===== config.mk =====
export PLATFORM = sky130hd
export DESIGN_NAME = uart_tx_cfg
export DESIGN_NICKNAME = d
export VERILOG_FILES = /design/src/rtl/uart_tx_cfg.sv
export SDC_FILE = /design/constraint.sdc
export NUM_CORES = 1
export LEC_CHECK = 0
export CORE_MARGIN = 2
export CORE_UTILIZATION = 60
export CTS_CLUSTER_SIZE = 40
export DETAILED_ROUTE_END_ITERATION = 12
export PLACE_DENSITY = 0.85
export SLEW_MARGIN = 10
export SYNTH_ARGS = -nofsm -noshare
export SYNTH_HDL_FRONTEND = slang
export SYNTH_SLANG_ARGS = --single-unit

===== constraint.sdc =====
create_clock -name clk -period 9.7 [get_ports clk]
set_input_delay 1.94 -clock clk [delete_from_list [all_inputs] [get_ports clk]]
set_output_delay 1.94 -clock clk [all_outputs]
set_load 0.01 [all_outputs]

===== src/rtl/uart_tx_cfg.sv =====
// Configurable UART transmitter: DATA_W data bits LSB first, runtime baud divisor,
// optional even/odd parity, 1 or 2 stop bits, valid/ready input and a tx_done pulse.
module uart_tx_cfg #(
  parameter int DATA_W = 8,
  parameter int DIV_W  = 16
) (
  input  logic              clk,
  input  logic              rst,
  input  logic [DIV_W-1:0]  baud_div,
  input  logic [1:0]        cfg_parity,
  input  logic              cfg_stop2,
  input  logic [DATA_W-1:0] in_data,
  input  logic              in_valid,
  output logic              in_ready,
  output logic              tx_serial,
  output logic              tx_busy,
  output logic              tx_done
);

  localparam int IDX_W = $clog2(DATA_W);

  localparam logic [2:0] S_IDLE  = 3'd0;
  localparam logic [2:0] S_START = 3'd1;
  localparam logic [2:0] S_DATA  = 3'd2;
  localparam logic [2:0] S_PAR   = 3'd3;
  localparam logic [2:0] S_STOP  = 3'd4;

  logic [2:0]        state_q, state_d;
  logic [DIV_W-1:0]  cnt_q, cnt_d;
  logic [IDX_W-1:0]  idx_q, idx_d;
  logic              tx_q, tx_d;
  logic              busy_q, busy_d;
  logic              done_q, done_d;

  logic [DATA_W-1:0] shift_q, shift_d;
  logic [DIV_W-1:0]  div_q, div_d;
  logic              par_en_q, par_en_d;
  logic              par_bit_q, par_bit_d;
  logic              stop2_q, stop2_d;

  logic              bit_end;

  assign bit_end = (cnt_q == div_q - DIV_W'(1));

  // NOTE: every signal written here gets a default first, so no path can leave it unassigned and infer a latch.
  always_comb begin
    state_d   = state_q;
    cnt_d     = bit_end ? '0 : cnt_q + DIV_W'(1);
    idx_d     = idx_q;
    tx_d      = tx_q;
    busy_d    = busy_q;
    done_d    = 1'b0;
    shift_d   = shift_q;
    div_d     = div_q;
    par_en_d  = par_en_q;
    par_bit_d = par_bit_q;
    stop2_d   = stop2_q;

    case (state_q)
      S_IDLE: begin
        cnt_d = '0;
        idx_d = '0;
        if (in_valid) begin
          state_d   = S_START;
          shift_d   = in_data;
          div_d     = (baud_div < DIV_W'(2)) ? DIV_W'(2) : baud_div;
          par_en_d  = (cfg_parity == 2'b01) || (cfg_parity == 2'b10);
          // Odd parity (10) is the inverse of the even XOR-reduction.
          par_bit_d = (^in_data) ^ cfg_parity[1];
          stop2_d   = cfg_stop2;
          tx_d      = 1'b0;
          busy_d    = 1'b1;
        end
      end
      S_START: begin
        if (bit_end) begin
          state_d = S_DATA;
          idx_d   = '0;
          tx_d    = shift_q[0];
        end
      end
      S_DATA: begin
        if (bit_end) begin
          if (idx_q == IDX_W'(DATA_W - 1)) begin
            idx_d   = '0;
            state_d = par_en_q ? S_PAR : S_STOP;
            tx_d    = par_en_q ? par_bit_q : 1'b1;
          end else begin
            idx_d   = idx_q + IDX_W'(1);
            shift_d = shift_q >> 1;
            tx_d    = shift_q[1];
          end
        end
      end
      S_PAR: begin
        if (bit_end) begin
          state_d = S_STOP;
          idx_d   = '0;
          tx_d    = 1'b1;
        end
      end
      S_STOP: begin
        // idx counts the stop bits already sent when two are configured.
        if (bit_end) begin
          if (stop2_q && (idx_q == '0)) begin
            idx_d = IDX_W'(1);
          end else begin
            state_d = S_IDLE;
            busy_d  = 1'b0;
            done_d  = 1'b1;
            tx_d    = 1'b1;
          end
        end
      end
      default: begin
        state_d = S_IDLE;
        busy_d  = 1'b0;
        tx_d    = 1'b1;
      end
    endcase
  end

  // NOTE: sequential state uses non-blocking assignments so all flops update together at the edge.
  always_ff @(posedge clk) begin
    if (rst) begin
      state_q <= S_IDLE;
      cnt_q   <= '0;
      idx_q   <= '0;
      tx_q    <= 1'b1;
      busy_q  <= 1'b0;
      done_q  <= 1'b0;
    end else begin
      state_q <= state_d;
      cnt_q   <= cnt_d;
      idx_q   <= idx_d;
      tx_q    <= tx_d;
      busy_q  <= busy_d;
      done_q  <= done_d;
    end
  end

  // NOTE: frame datapath registers are loaded on every accept before use, so they carry no reset.
  always_ff @(posedge clk) begin
    shift_q   <= shift_d;
    div_q     <= div_d;
    par_en_q  <= par_en_d;
    par_bit_q <= par_bit_d;
    stop2_q   <= stop2_d;
  end

  assign in_ready  = (state_q == S_IDLE) & ~rst;
  assign tx_serial = tx_q;
  assign tx_busy   = busy_q;
  assign tx_done   = done_q;

endmodule


== Word-level counts from Yosys, hierarchy flattened ==
Index checks and enable logic that the tools add are counted.

* Mux-type cells: 33
* Multiply operators: 0
* Eq/ne operators: 18
* Reduce and logical (&&, ||, !) cells: 17
* $add $sub $neg: 3
* Bitwise logic cells: 6
* Shift-type cells: 0
* Div/mod/pow operators: 0
* Order comparisons: 1

{| class="wikitable"
|+ Operator list
! kind !! number
|-
| 3-bit 2-to-1 mux || 13
|-
| 8-bit 2-to-1 mux || 3
|-
| 2-bit != test, second input constant || 9
|-
| 16-bit by 1-bit adder with 16-bit output, second input constant || 1
|-
| 16-bit == test || 1
|-
| 16-bit by 2-bit < comparator with 1-bit output, second input constant || 1
|-
| 8-bit one-hot mux with 2 select lines || 1
|-
| 16-bit by 1-bit subtractor with 16-bit output, second input constant || 1
|-
| 3-bit one-hot mux with 5 select lines || 1
|-
| 1-bit 2-to-1 mux || 12
|-
| 3-bit one-hot mux with 4 select lines || 1
|-
| 3-bit OR reduction || 3
|-
| 4-bit AND reduction || 2
|-
| 8-bit XOR reduction || 1
|-
| 7-bit AND reduction || 1
|-
| 3-bit by 2-bit == test with 1-bit output, second input constant || 2
|-
| 3-bit == test, second input constant || 2
|-
| 3-bit zero test || 2
|-
| 6-bit AND reduction || 1
|-
| 1-bit one-hot mux with 5 select lines || 1
|-
| 5-bit AND reduction || 1
|-
| 1-bit NOT || 4
|-
| 4-bit nonzero test || 1
|-
| 3-bit by 1-bit adder with 3-bit output, second input constant || 1
|-
| 12 further kinds || 12
|}

* Input bits: 30
* Bits in registers: 52
* Bits in latches: 0
* Memories kept: 0
* Output and inout port bits: 4
* ROM bits: 0
* Memory bits (writable): 0
* Logic and storage cells: 89

== Logic depth before layout (Yosys ltp) ==
* Depth in word-level cells: 5
* Gate-level depth with buffers: 10
* Mapped depth without buffers: 9

== Least setup slack after synthesis ==
Ideal clock, no wire load.

* Path type: input to output
* From: in rst
* To: out in_ready
* Path buffers: 1
* Slack: 5.330 ns
* Data arrival time: 2.430 ns
* Cell stages on the path: 2
* Data required time: 7.760 ns
* Cell sequence: clkbuf_1 -> nor3_1

* Cells in the longest elaborated chain, start to end: 2

{| class="wikitable"
|+ RTL lines
! what !! RTL line !! source
|-
| start, declared || 8 || <nowiki>input logic rst,</nowiki>
|-
| 1-bit NOT || 151 || <nowiki>assign in_ready = (state_q == S_IDLE) & ~rst;</nowiki>
|-
| 1-bit bitwise AND || 151 ||
|-
| end, declared || 14 || <nowiki>output logic in_ready,</nowiki>
|}

No other way between the ends.

== Worst setup path in the final report ==
Same ends and word-level chain as after synthesis.

==> tab_implementation.tex <==
\begin{tabular}{lr}
\hline
Metric & Value \\
\hline
\multicolumn{2}{l}{\textbf{Finish}} \\
Sequential standard cell area & 1311 sq um \\
Share of final-layout standard cells stronger than drive strength 1 & 7.669\% \\
Most common library cell in the layout ignoring fill and taps & nor2\_1 \\
Layout overhead on the synthesized area & 15.08\% \\
Multi-input combinational cell area & 1493 sq um \\
Number of inserted filler cells in the final layout & 356 \\
Cell area after layout & 3371 sq um \\
Filler-free cell count of the finished design & 393 \\
Final-stage net count & 360 \\
Commonest non-fill, non-tap cells in the layout & nor2\_1 (39), clkdlybuf4s50\_1 (33), edfxtp\_1 (27) \\
Post-layout util & 71.36\% \\
Diode count & 0 \\
\multicolumn{2}{l}{\textbf{Global routing}} \\
Largest net degree at the start of global routing & 24 \\
Via count of the first global-routing pass & 2199 \\
Remaining global-route overflow & 0 \\
Wire length of the first global-routing pass & 9949 microns \\
Tot GR Track Use & 23.92\% \\
Antenna violations before repair & 0 \\
\multicolumn{2}{l}{\textbf{Synthesis}} \\
Syn Std Cell Area & 2929 sq um \\
Sequential fraction of the synthesis area & 44.77\% \\
Synthesis warning total & 0 \\
Proportion of synthesized flip-flops having asynchronous set or reset & 0\% \\
Count of flip-flops with a built-in enable after synthesis & 27 \\
Synthesis-stage register bit count & 52 \\
Top\_reg\_cell synth & edfxtp\_1 \\
Syn Inst Count & 305 \\
Number of distinct standard cells referenced by the synthesized netlist & 52 \\
Net count after synthesis & 340 \\
Mean area per synthesized cell & 9.603 sq um \\
\multicolumn{2}{l}{\textbf{STA}} \\
Headroom to the max-slew limit & 28.35\% \\
Count of endpoints failing hold in the final timing report & 0 \\
Setup TNS Final & 0 ns \\
Skew final & 0.005063 ns \\
Slew Limit Fails & 0 \\
Final critical-path share of the clock period & 54.18\% \\
Transition time of the tightest slew-check pin & 1.075 ns \\
Maximum frequency from static timing analysis & 190.3 MHz \\
Least setup slack across all paths after layout & 4.445 ns \\
Tmin final & 5.255 ns \\
RSZ-0062 raised after global routing & no \\
Worst slack on hold paths & 0.5019 ns \\
Setup violations, final & 0 \\
\multicolumn{2}{l}{\textbf{Setup path}} \\
Max stage delay cell, worst path & clkdlybuf4s50\_1 \\
Crit-path cells & clkdlybuf4s50\_1 -> nor3\_1 -> clkdlybuf4s50\_1 \\
Worst-case register-to-register setup slack & 5.87 ns \\
CP Launch Type & input port \\
CP peak stage delay & 0.57 ns \\
Critical path buffers and inverters & 2 \\
Kind of critical path & in -> out \\
Critical path fanouts, max & 10 \\
Crit path arrival time & 3.32 ns \\
Required time at the endpoint of the critical path & 7.76 ns \\
Top delay family on crit path & buffers and inverters \\
Type of destination of the critical path & output pin \\
Cell seen most often among critical-path stages & clkdlybuf4s50\_1 \\
\multicolumn{2}{l}{\textbf{Floorplan}} \\
Vertical die dimension & 73.87 microns \\
Die extent in x & 73.87 microns \\
I/O Pins & 34 \\
Site row count & 25 \\
Die Area & 5457 sq um \\
Area of the core & 4723 sq um \\
Initial standard-cell utilization of the core & 62.01\% \\
\multicolumn{2}{l}{\textbf{Pwr}} \\
Combinational power share & 12.6\% \\
Clock share of power & 32.1\% \\
Switching power total & 0.1055 mW \\
Switching Fraction & 23.25\% \\
Internal power summed over all cells & 0.3482 mW \\
Pleak & 1.145 nW \\
Sequential fraction of design power & 55.3\% \\
Areal power density over the cells & 134.6 nW/um\^{}2 \\
Total design power & 0.4536 mW \\
VDD IR-drop max & 0.07618 mV \\
\multicolumn{2}{l}{\textbf{Place}} \\
Pre-CTS setup slack & 4.454 ns \\
Number of port buffers & 33 \\
Cell area after placement & 3263 sq um \\
Half-perimeter wire length of the detailed placement result & 4589 microns \\
GP Congestion & 0.8642 \\
Post-Place Cells & 385 \\
\multicolumn{2}{l}{\textbf{Drt}} \\
Via-to-Cell Ratio & 5.878 \\
DRC violation total after the first TritonRoute iteration & 157 \\
First-pass iteration count of the detailed router & 4 \\
Total via count after detailed routing & 2310 \\
Final Routed Wirelength & 6017 microns \\
Routed len/inst & 15.31 microns \\
Drc violations & 0 \\
Antenna violation net count after detailed routing & 0 \\
\multicolumn{2}{l}{\textbf{CTS}} \\
Setup Fix Bufs, Post-CTS & 0 \\
Cell chosen for the clock root & clkbuf\_8 \\
Number of buffers added to fix hold violations after cts & 0 \\
Insertion delay of the later-clocked pin in the worst-skew pair & 0.30 ns \\
Quantity of gates resized following cts & 0 \\
Depth of the CTS H-tree & 2 \\
CTS tree & yes \\
\# clock sinks & 52 \\
Clock transition at the register clock pins on the worst setup and hold paths after CTS & 0.09 ns \\
Maximum root-to-sink buffer count & 2 \\
CTS buffer count & 5 \\
\multicolumn{2}{l}{\textbf{Status}} \\
Status & completed \\
\multicolumn{2}{l}{\textbf{Job}} \\
Maximum Capacitance Violations & 0 \\
\multicolumn{2}{l}{\textbf{Hold path}} \\
Class of the tightest hold or removal check & reg -> reg \\
\hline
\end{tabular}
-- cells by family after synthesis --
family / synth area share [%]
buffers and inverters: 4.272
multiplexers: 2.691
AO/OA/AOI/OAI: 11.19
XOR/XNOR: 11.96
flip-flops: 44.77
AND/OR/NAND/NOR: 22.98
adder cells (fa/ha/maj): 2.136
-- synthesized netlist by cell type, drive strengths merged, types with 5 or more instances --
cell type / number / share of area [%]
clkbuf: 19 / 2.4
o21ai: 8 / 1.4
nor4: 13 / 3.5
nor2: 39 / 5.0
nor3: 11 / 1.9
inv: 10 / 1.3
and3: 7 / 1.5
mux2: 7 / 2.7
xnor2: 23 / 6.9
nand2: 13 / 1.8
xor2: 17 / 5.1
ha: 5 / 2.1
a21oi: 12 / 2.1
dfxtp: 25 / 17
nand3: 13 / 2.4
edfxtp: 27 / 28
-- power groups by stage --
stage	Sequential [mW]	Clock (mW)	Combinational, mW
after floorplan	0.253	0	0.0361
after global placement	0.256	0	0.0536
after detailed placement	0.256	0	0.0567
after CTS	0.251	0.149	0.0571
after global routing	0.252	0.158	0.0624
final	0.251	0.145	0.0571
-- layer usage --
metal,wire length [microns],up-vias,global-route usage (%)
met5,0,-,0
met4,189,0,9.495
met3,271,19,4.801
met2,2940,76,40.58
met1,2616,1081,29.76
li1,-,1134,-
-- area by class of cell --
| class | instances | area share (%) |
|---|---|---|
| sequential | 52 | 38.90 |
| clock inverter | 2 | 1.039 |
| multi-input combinational | 222 | 44.28 |
| clock buffer | 6 | 2.153 |
| inverter | 10 | 1.114 |
| tap | 67 | 2.487 |
| timing repair buffer | 34 | 10.02 |
-- worst paths after layout --
| check | startpoint | endpoint | depth (start not counted) |
|---|---|---|---|
| min reg2reg | cnt_q[0] | cnt_q[0] | 1 |
| max reg2reg | div_q[0] | shift_q[7] | 8 |
| min | cnt_q[0] | cnt_q[0] | 1 |
| max | rst | in_ready | 3 |
-- flip-flops by register name (all words and copies together), names as in the netlist --
register / flops
cnt_q: 16
div_q: 16
shift_q: 8
idx_q: 3
state_q: 3
par_bit_q: 1
par_en_q: 1
stop2_q: 1
tx_busy: 1
tx_done: 1
tx_serial: 1
No activity file was read; power rests on OpenSTA's default activity.
